**src/rtl/disp_pkg.sv**
```systemverilog
// Shared types and constants for the 7-segment scan controller.
// Digit positions, FSM states and saturation helper.
package disp_pkg;

    typedef enum logic [1:0] {
        IDLE,
        ABS,
        DIV,
        COMMIT
    } state_t;

    localparam logic [1:0] POS_UNITS = 2'd0;
    localparam logic [1:0] POS_TENS  = 2'd1;
    localparam logic [1:0] POS_SIGN  = 2'd2;

    localparam logic [3:0] BLANK_CODE = 4'hF;
    localparam logic [7:0] MAX_MAG    = 8'd99;

    // -128 folds to 128 in 8 unsigned bits, then clamps like any value > 99
    function automatic logic [7:0] abs_sat(input logic [7:0] v);
        logic [7:0] m;
        m = v[7] ? (~v + 8'd1) : v;
        return (m > MAX_MAG) ? MAX_MAG : m;
    endfunction

endpackage

```
**src/rtl/scan_timer.sv**
```systemverilog
// Refresh prescaler and digit index ring for display scanning.
// adv pulses on the last prescaler count; nidx is the index taken then.
module scan_timer
    import disp_pkg::*;
#(
    parameter int REFRESH_DIV = 50_000
) (
    input  logic       clk,
    input  logic       reset_n,
    output logic       adv,
    output logic [1:0] nidx
);

    localparam int CW = (REFRESH_DIV > 2) ? $clog2(REFRESH_DIV) : 1;
    localparam logic [CW-1:0] LAST = CW'(REFRESH_DIV - 1);

    logic [CW-1:0] cnt;
    logic [1:0]    idx;

    assign adv  = (cnt == LAST);
    assign nidx = (idx == POS_SIGN) ? POS_UNITS : idx + 2'd1;

    always_ff @(posedge clk or negedge reset_n) begin
        if (!reset_n) begin
            cnt <= '0;
            idx <= POS_UNITS;
        end else if (adv) begin
            cnt <= '0;
            idx <= nidx;
        end else begin
            cnt <= cnt + CW'(1);
        end
    end

endmodule

```
**src/rtl/display_scan_ctrl.sv**
```systemverilog
// Signed value to sign/tens/units converter with a multiplexed
// drive for one shared 7-segment decoder across three digits.
module display_scan_ctrl
    import disp_pkg::*;
#(
    parameter int REFRESH_DIV = 50_000,
    parameter int NUM_DIGITS  = 3
) (
    input  logic                  clk,
    input  logic                  reset_n,
    input  logic [7:0]            val_in,
    input  logic                  val_valid,
    output logic                  val_ready,
    output logic [3:0]            dec_d,
    output logic [3:0]            dec_tens,
    output logic                  dec_flag,
    output logic                  dec_sel,
    output logic [NUM_DIGITS-1:0] an_n
);

    state_t     state;
    logic [7:0] raw_q;
    logic [7:0] mag;
    logic [3:0] tens_acc;
    logic       neg_acc;
    logic       neg_q;
    logic [3:0] tens_q;
    logic [3:0] units_q;

    logic       adv;
    logic [1:0] nidx;

    logic                  n_neg;
    logic [3:0]            n_tens;
    logic [3:0]            n_units;
    logic [3:0]            nx_d;
    logic [3:0]            nx_tens;
    logic                  nx_sel;
    logic [NUM_DIGITS-1:0] nx_an;

    scan_timer #(
        .REFRESH_DIV(REFRESH_DIV)
    ) u_scan (
        .clk    (clk),
        .reset_n(reset_n),
        .adv    (adv),
        .nidx   (nidx)
    );

    // Bypass stored digits during COMMIT so a coinciding advance shows the new value
    always_comb begin
        n_neg   = (state == COMMIT) ? neg_acc   : neg_q;
        n_tens  = (state == COMMIT) ? tens_acc  : tens_q;
        n_units = (state == COMMIT) ? mag[3:0]  : units_q;
        nx_d    = n_units;
        nx_tens = BLANK_CODE;
        nx_sel  = 1'b0;
        nx_an   = '1;
        nx_an[nidx] = 1'b0;
        case (nidx)
            POS_TENS: begin
                nx_d    = n_tens;
                nx_tens = n_tens;
            end
            POS_SIGN: begin
                nx_d    = BLANK_CODE;
                nx_tens = n_tens;
                nx_sel  = 1'b1;
            end
            default: ;
        endcase
    end

    always_ff @(posedge clk or negedge reset_n) begin
        if (!reset_n) begin
            state     <= IDLE;
            val_ready <= 1'b1;
            raw_q     <= '0;
            mag       <= '0;
            tens_acc  <= '0;
            neg_acc   <= 1'b0;
            neg_q     <= 1'b0;
            tens_q    <= '0;
            units_q   <= '0;
            an_n      <= {{(NUM_DIGITS-1){1'b1}}, 1'b0};
            dec_d     <= '0;
            dec_tens  <= BLANK_CODE;
            dec_flag  <= 1'b0;
            dec_sel   <= 1'b0;
        end else begin
            unique case (state)
                IDLE: begin
                    if (val_valid) begin
                        raw_q     <= val_in;
                        val_ready <= 1'b0;
                        state     <= ABS;
                    end
                end
                ABS: begin
                    neg_acc  <= raw_q[7];
                    mag      <= abs_sat(raw_q);
                    tens_acc <= '0;
                    state    <= DIV;
                end
                DIV: begin
                    if (mag >= 8'd10) begin
                        mag      <= mag - 8'd10;
                        tens_acc <= tens_acc + 4'd1;
                    end else begin
                        state <= COMMIT;
                    end
                end
                COMMIT: begin
                    neg_q     <= neg_acc;
                    tens_q    <= tens_acc;
                    units_q   <= mag[3:0];
                    val_ready <= 1'b1;
                    state     <= IDLE;
                end
            endcase
            if (adv) begin
                an_n     <= nx_an;
                dec_d    <= nx_d;
                dec_tens <= nx_tens;
                dec_flag <= n_neg;
                dec_sel  <= nx_sel;
            end
        end
    end

endmodule

```
**config.mk**
```make
export PLATFORM = sky130hd
export DESIGN_NAME = display_scan_ctrl
export DESIGN_NICKNAME = d
export VERILOG_FILES = /design/src/rtl/disp_pkg.sv /design/src/rtl/scan_timer.sv /design/src/rtl/display_scan_ctrl.sv
export SDC_FILE = /design/constraint.sdc
export NUM_CORES = 1
export LEC_CHECK = 0
export CORE_MARGIN = 5
export CORE_UTILIZATION = 58
export DETAILED_ROUTE_END_ITERATION = 12
export PLACE_DENSITY = 0.8
export SLEW_MARGIN = 30
export SYNTH_ARGS = -nofsm -noshare
export SYNTH_HDL_FRONTEND = slang
export SYNTH_SLANG_ARGS = --single-unit
```
**constraint.sdc**
```tcl
create_clock -name clk -period 2.64 [get_ports clk]
set_input_delay 0.396 -clock clk [delete_from_list [all_inputs] [get_ports clk]]
set_output_delay 0.396 -clock clk [all_outputs]
set_load 0.1 [all_outputs]
```
==> impl_metrics.json, run 1 <==
{
  "period_needed_ps": 2260,
  "hold_buffer_count_at_cts": 0,
  "max_slew.worst_pin.slew_ps": 788,
  "fraction_of_synthesized_cell_area_taken_by_the_top_area_cell_type": 0.437,
  "worstReg2RegEnd": "tens_acc[3]",
  "core_area_sq_um": 5440,
  "yosysUniqueCellTypes": 52,
  "die_width_microns": 84.4,
  "area_delta_synth_final_pct": 14.2,
  "final-hold-violation-count": 0,
  "yosys_warnings": 0,
  "setup_viol": 0,
  "clockBufferDepth": 2,
  "final_core_utilization": 0.674,
  "detailedPlace.worstSlack_ps": 447,
  "start_util": 0.590,
  "timing_worst_setup_path_type": "flop to flop",
  "die_h_microns": 84.4,
  "clock-sinks": 63,
  "cp_cell_sequence": "inv_1, ha_1, inv_1, o41ai_1, o21ai_1, o31ai_1",
  "ports": 25,
  "grt_setup_unrepaired": "no",
  "post_synth.cell_area_avg_sq_um": 10.3,
  "post_synth_edffs": 0,
  "clock-root-buffer": "sky130_fd_sc_hd__clkbuf_8",
  "synth.top_cells.by_count": "56 x sky130_fd_sc_hd__dfrtp_1, 31 x sky130_fd_sc_hd__nand2_1, 19 x sky130_fd_sc_hd__inv_1, 19 x sky130_fd_sc_hd__mux2_2, 19 x sky130_fd_sc_hd__nor2_1",
  "filler_cell_count": 428,
  "postSynthCellCount": 310,
  "design.die.area_sq_um": 7120,
  "run_status": "finished, final reports clean",
  "max_freq_ghz": 0.443,
  "share_comb_of_total_power": 0.406,
  "clock_transition_at_the_registers_of_the_reported_paths_ps": 70,
  "timing.critical_path.from": "state[0]",
  "endpoint": "tens_acc[3]",
  "yosysMostFrequentCell": "sky130_fd_sc_hd__dfrtp_1",
  "totalWireLength_microns": 6630,
  "pwr-share-clk": 0.209,
  "cp_max_fo": 9,
  "grt.overflow.total": 0,
  "fp-row-count": 27,
  "layout.nets": 357,
  "max-vdd-ir-drop_v": 0.000919,
  "antenna_violating_nets_post_route": 0,
  "synthTopCellsByArea": "sky130_fd_sc_hd__dfrtp_1 44%, sky130_fd_sc_hd__mux2_2 6.7%, sky130_fd_sc_hd__dfstp_2 5.7%, sky130_fd_sc_hd__nand2_1 3.6%, sky130_fd_sc_hd__ha_1 3.5%",
  "critical-path-max-stage-delay_ps": 780,
  "global_placement_routability_congestion": 0.912,
  "ff2ff_setup_slack_ps": 380,
  "number_of_remaining_drc_errors": 0,
  "cpMostUsedCell": "sky130_fd_sc_hd__inv_1",
  "synthesis.area_sq_um": 3210,
  "antenna_found_initial": 0,
  "grt_start_max_net_pins": 64,
  "yosys_register_bits": 63,
  "total_switching_power_mw": 1.54,
  "number_of_global_route_vias_before_repair": 2440,
  "share_seq_of_total_power": 0.385,
  "post_route_cells_drive_above_1_share": 0.175,
  "cts-htree-levels": 3,
  "port_buffers": 24,
  "cts_setup_buffers": 0,
  "synth_largest_area_cell": "sky130_fd_sc_hd__dfrtp_1",
  "start_kind": "flop",
  "ys_seq_area_frac": 0.494,
  "vias": 2397,
  "rr_startpoint": "state[0]",
  "period_share": 0.856,
  "detailedRoute.firstIterationViolations": 150,
  "wl_per_cell_microns": 16.0,
  "dominantRegCellSynth": "sky130_fd_sc_hd__dfrtp_1",
  "power_report.internal_total_mw": 2.34,
  "synthArstFlopShare": 1.00,
  "timing.critical_path.slowest_stage_cell": "sky130_fd_sc_hd__o41ai_1",
  "tightest_hold_margin_ps": 233,
  "maxSlewViolCount": 0,
  "power_leakage_nw": 1.63,
  "detailedPlacementHpwl_microns": 4710,
  "sw_frac_of_total": 0.396,
  "worstRegToRegCells": 6,
  "cts_made_buffers": 9,
  "first_pass_grt_wire_length_microns": 11700,
  "vias_per_cell": 5.79,
  "worst_ep_arrival_time_ps": 2490,
  "antenna_cells": 0,
  "power-per-cell-area_nw_per_um2": 1060,
  "post_cts_resize_count": 0,
  "hold_path_class": "primary input to asynchronous set/reset pin",
  "postSynthNetCount": 330,
  "worstSkewPairLatency_ps": 330,
  "maxCapViolations": 0,
  "final_worst_clock_skew_ps": 12.1,
  "relSlewSlack": 0.468,
  "timing.setup.tns_ps": 0,
  "setup.worst_path.end_class": "flop",
  "cts_tree": "done",
  "timing.final.ws_setup_ps": 381,
  "cp.required_ps": 2870,
  "grtUsageTotal": 0.205,
  "drt_pass1_iterations": 4
}
==> flip-flops by register name (all words and copies together) (netlist names) <==
signal and cells:
raw_q 8, dec_sel 1, u_scan.cnt 16, dec_tens 4, dec_d 4, state 2
val_ready 1, tens_acc 4, neg_acc 1, u_scan.idx 1, an_n 3, units_q 4
mag 8, tens_q 4, neg_q 1, dec_flag 1
==> worst min path at each step <==
stage | slack [ps] | cells after the start | to
finish | 230 | 2 | raw_q[7]
global route | 300 | 2 | raw_q[7]
CTS | 250 | 2 | raw_q[7]
detailed placement | 440 | 2 | dec_tens[3]
global placement | 440 | 2 | dec_tens[2]
floorplan | 100 | 0 | an_n[0]
==> cell families after synthesis <==
logic type,count (synthesis),synth area share
and+or+nand+nor,104,0.170
AOI/OAI and AO/OA,68,0.149
DFF,63,0.494
buffers and inverters,30,0.0374
muxes,21,0.0729
xor gates and xnor gates,15,0.0410
adders and majority gates,9,0.0351
==> power by group through the flow <==
stage	sequential, mW	combinational, mW	clock, mW
6_report	1.49	1.58	0.811
5_1_grt	1.54	1.75	0.892
4_1_cts	1.49	1.57	0.834
2_1_floorplan	1.44	1.22	0
3_5_place_dp	1.51	1.56	0
3_3_place_gp	1.50	1.54	0
==> cells in the final DEF (no fill, tap or decap), types with 9 or more instances in the layout <==
cell,Yosys,routed
sky130_fd_sc_hd__nor2_1,19,19
sky130_fd_sc_hd__ha_1,9,9
sky130_fd_sc_hd__clkbuf_8,0,10
sky130_fd_sc_hd__buf_4,0,17
sky130_fd_sc_hd__nand2_1,31,31
sky130_fd_sc_hd__clkdlybuf4s50_1,0,9
sky130_fd_sc_hd__mux2_2,19,19
sky130_fd_sc_hd__inv_1,19,19
sky130_fd_sc_hd__o31ai_1,12,12
sky130_fd_sc_hd__dfrtp_1,56,56
sky130_fd_sc_hd__o21ai_0,13,13
==> per-layer routing <==
layer	track usage	share of wire	up-vias
met2	0.332	0.49	42
met4	0.0763	0.016	0
met5	0	0	-
met1	0.272	0.46	1165
met3	0.0432	0.033	11
li1	-	-	1179
==> worst max-delay path: cells and delay by family, from the launching register on <==
| family | cells | cell delay (ps) |
|---|---|---|
| buffers and inverters | 2 | 320 |
| DFF | 1 | 430 |
| adders and majority gates | 1 | 330 |
| AOI/OAI and AO/OA | 3 | 1070 |
==> area by class of cell <==
type                            count  area (sq um)  area share
Sequential cell                    63          1590       0.433
Clock buffer                       13           149      0.0406
Inverter                           19          71.3      0.0195
Multi-Input combinational cell    217          1500       0.410
Clock inverter                      3          42.5      0.0116
Tap cell                           72          90.1      0.0246
Timing Repair Buffer               27           223      0.0608
==> metrics by stage <==
stage                     power, mW  area, sq um  instances
final                          3.88         3660        414
after CTS                      3.90         3660        414
after detailed placement       3.07         3470        398
after floorplan                2.66         3210        310
after global routing           4.18         3660        414
after global placement         3.03         3470        398
Note: power is estimated with default switching activity, not from simulation.
==> inputs of run 2 (changes only) <==
--- a/config.mk
+++ b/config.mk
@@ -6,9 +6,10 @@
 export NUM_CORES = 1
 export LEC_CHECK = 0
 export CORE_MARGIN = 5
-export CORE_UTILIZATION = 58
+export CORE_UTILIZATION = 39
 export DETAILED_ROUTE_END_ITERATION = 12
-export PLACE_DENSITY = 0.8
+export GPL_ROUTABILITY_DRIVEN = 0
+export PLACE_DENSITY = 0.58
 export SLEW_MARGIN = 30
 export SYNTH_ARGS = -nofsm -noshare
 export SYNTH_HDL_FRONTEND = slang
==> run 2 against run 1 <==
Against the previous run:
- sequential power about the same
- critical path type unchanged
- first-iteration DRC count is 41% lower
- global-route usage fell by 6.3 points
- non-clock buffer count up 1
- highest routed layer unchanged
- critical path depth is the same
- maximum frequency rose by 8.7%
- setup slack improved by 180 ps
==> impl_metrics.json, run 2 (synthesized netlist as in run 1, its figures left out) <==
{
  "grt.overflow.total": 0,
  "cts_made_buffers": 9,
  "max-vdd-ir-drop_v": 0.000742,
  "rr_startpoint": "state[0]",
  "total_switching_power_mw": 1.59,
  "first_pass_grt_wire_length_microns": 11400,
  "antenna_cells": 0,
  "final-hold-violation-count": 0,
  "cts_tree": "done",
  "port_buffers": 24,
  "vias": 2375,
  "layout.nets": 358,
  "number_of_remaining_drc_errors": 0,
  "relSlewSlack": 0.475,
  "clock_transition_at_the_registers_of_the_reported_paths_ps": 70,
  "grtUsageTotal": 0.142,
  "period_needed_ps": 2080,
  "totalWireLength_microns": 6740,
  "clock-root-buffer": "sky130_fd_sc_hd__clkbuf_8",
  "critical-path-max-stage-delay_ps": 540,
  "maxSlewViolCount": 0,
  "timing.setup.tns_ps": 0,
  "start_kind": "flop",
  "final_cell_count_no_fill": 448,
  "hold_buffer_count_at_cts": 0,
  "ports": 25,
  "maxCapViolations": 0,
  "clock-sinks": 63,
  "area_delta_synth_final_pct": 16.9,
  "fp-row-count": 33,
  "max_slew.worst_pin.slew_ps": 787,
  "cp.required_ps": 2890,
  "power-per-cell-area_nw_per_um2": 1080,
  "start_util": 0.394,
  "antenna_violating_nets_post_route": 0,
  "share_comb_of_total_power": 0.391,
  "worst_ep_arrival_time_ps": 2330,
  "mostFrequentLayoutCell": "sky130_fd_sc_hd__dfrtp_1",
  "power_report.internal_total_mw": 2.46,
  "timing.critical_path.slowest_stage_cell": "sky130_fd_sc_hd__or4_1",
  "filler_cell_count": 780,
  "detailedPlacementHpwl_microns": 4670,
  "final_cell_mix": "56 x sky130_fd_sc_hd__dfrtp_1, 31 x sky130_fd_sc_hd__nand2_1, 19 x sky130_fd_sc_hd__mux2_2, 19 x sky130_fd_sc_hd__inv_1, 19 x sky130_fd_sc_hd__nor2_1",
  "setup.worst_path.end_class": "flop",
  "clockBufferDepth": 2,
  "ff2ff_setup_slack_ps": 560,
  "period_share": 0.787,
  "vias_per_cell": 5.30,
  "setup_viol": 0,
  "post_route_cells_drive_above_1_share": 0.187,
  "design.die.area_sq_um": 10100,
  "registers.top_by_ff_count": "u_scan.cnt",
  "share_seq_of_total_power": 0.371,
  "grt_setup_unrepaired": "no",
  "wl_per_cell_microns": 15.0,
  "final_worst_clock_skew_ps": 8.89,
  "grt_start_max_net_pins": 64,
  "drt_pass1_iterations": 4,
  "antenna_found_initial": 0,
  "post-layout-total-power_mw": 4.05,
  "cp_cell_sequence": "inv_1, ha_1, and2_1, o31ai_1, or4_1, o211ai_1",
  "cts_setup_buffers": 0,
  "cell_count_post_placement": 432,
  "post_cts_resize_count": 0,
  "timing.critical_path.from": "state[0]",
  "pwr-share-clk": 0.238,
  "cts-htree-levels": 3,
  "worstSkewPairLatency_ps": 340,
  "sw_frac_of_total": 0.393,
  "timing_worst_setup_path_type": "flop to flop",
  "max_freq_ghz": 0.481,
  "die_h_microns": 101,
  "power_leakage_nw": 1.64,
  "number_of_global_route_vias_before_repair": 2371,
  "core_area_sq_um": 8130,
  "hold_path_class": "primary input to asynchronous set/reset pin",
  "max_ffs_per_register": 16,
  "cp_max_fo": 9,
  "biggestRegsByFlops": "u_scan.cnt (16), mag (8), raw_q (8)",
  "run_status": "finished, final reports clean",
  "die_width_microns": 101,
  "detailedRoute.firstIterationViolations": 88
}
## run 2: cell type report
| cell class | instances | area (sq um) | area share |
|---|---|---|---|
| sequential | 63 | 1590 | 0.423 |
| multi-input combinational | 217 | 1500 | 0.401 |
| timing repair buffer | 28 | 230 | 0.0614 |
| clock buffer | 10 | 138 | 0.0367 |
| tap | 105 | 131 | 0.0350 |
| clock inverter | 6 | 91.3 | 0.0244 |
| inverter | 19 | 71.3 | 0.0190 |
## run 2: per-stage QoR
step | hold WS (ps) | worst slack [ps] | util | area (sq um)
after CTS | 247 | 577 | 0.461 | 3750
after global placement | 452 | 578 | 0.433 | 3520
after floorplan | 100 | 729 | - | 3210
after global routing | 294 | 451 | 0.461 | 3750
after detailed placement | 446 | 604 | 0.433 | 3520
final | 217 | 563 | 0.461 | 3750
## run 2: path summary, 6_finish.rpt
path | end | cells past startpoint
min in group clk | dec_tens[2] | 2
max in group asynchronous | u_scan.cnt[12] | 2
hold / removal | raw_q[5] | 2
hold reg to reg | dec_tens[2] | 2
setup reg to reg | mag[5] | 6
setup / recovery | mag[5] | 6
## run 2: worst max-delay path, delay by kind of cell, from the launching register on
kind,cells,cell delay [ps]
AND/OR/NAND/NOR,2,810
flip-flops,1,440
adder cells (fa/ha/maj),1,360
AO/OA/AOI/OAI,2,290
buffers and inverters,1,100
## run 2: metal layers
layer / vias up / track usage / routed length (microns)
met2: 42 / 0.223 / 3210
met3: 7 / 0.0401 / 242
met5: - / 0 / 0
li1: 1182 / - / -
met1: 1144 / 0.185 / 3190
met4: 0 / 0.0539 / 99
## run 2: power groups by stage
stage | logic, mW | registers, mW | clock network, mW
6_report | 1.59 | 1.50 | 0.964
3_3_place_gp | 1.57 | 1.51 | 0
4_1_cts | 1.59 | 1.50 | 0.987
3_5_place_dp | 1.57 | 1.51 | 0
5_1_grt | 1.75 | 1.54 | 1.03
2_1_floorplan | 1.22 | 1.44 | 0
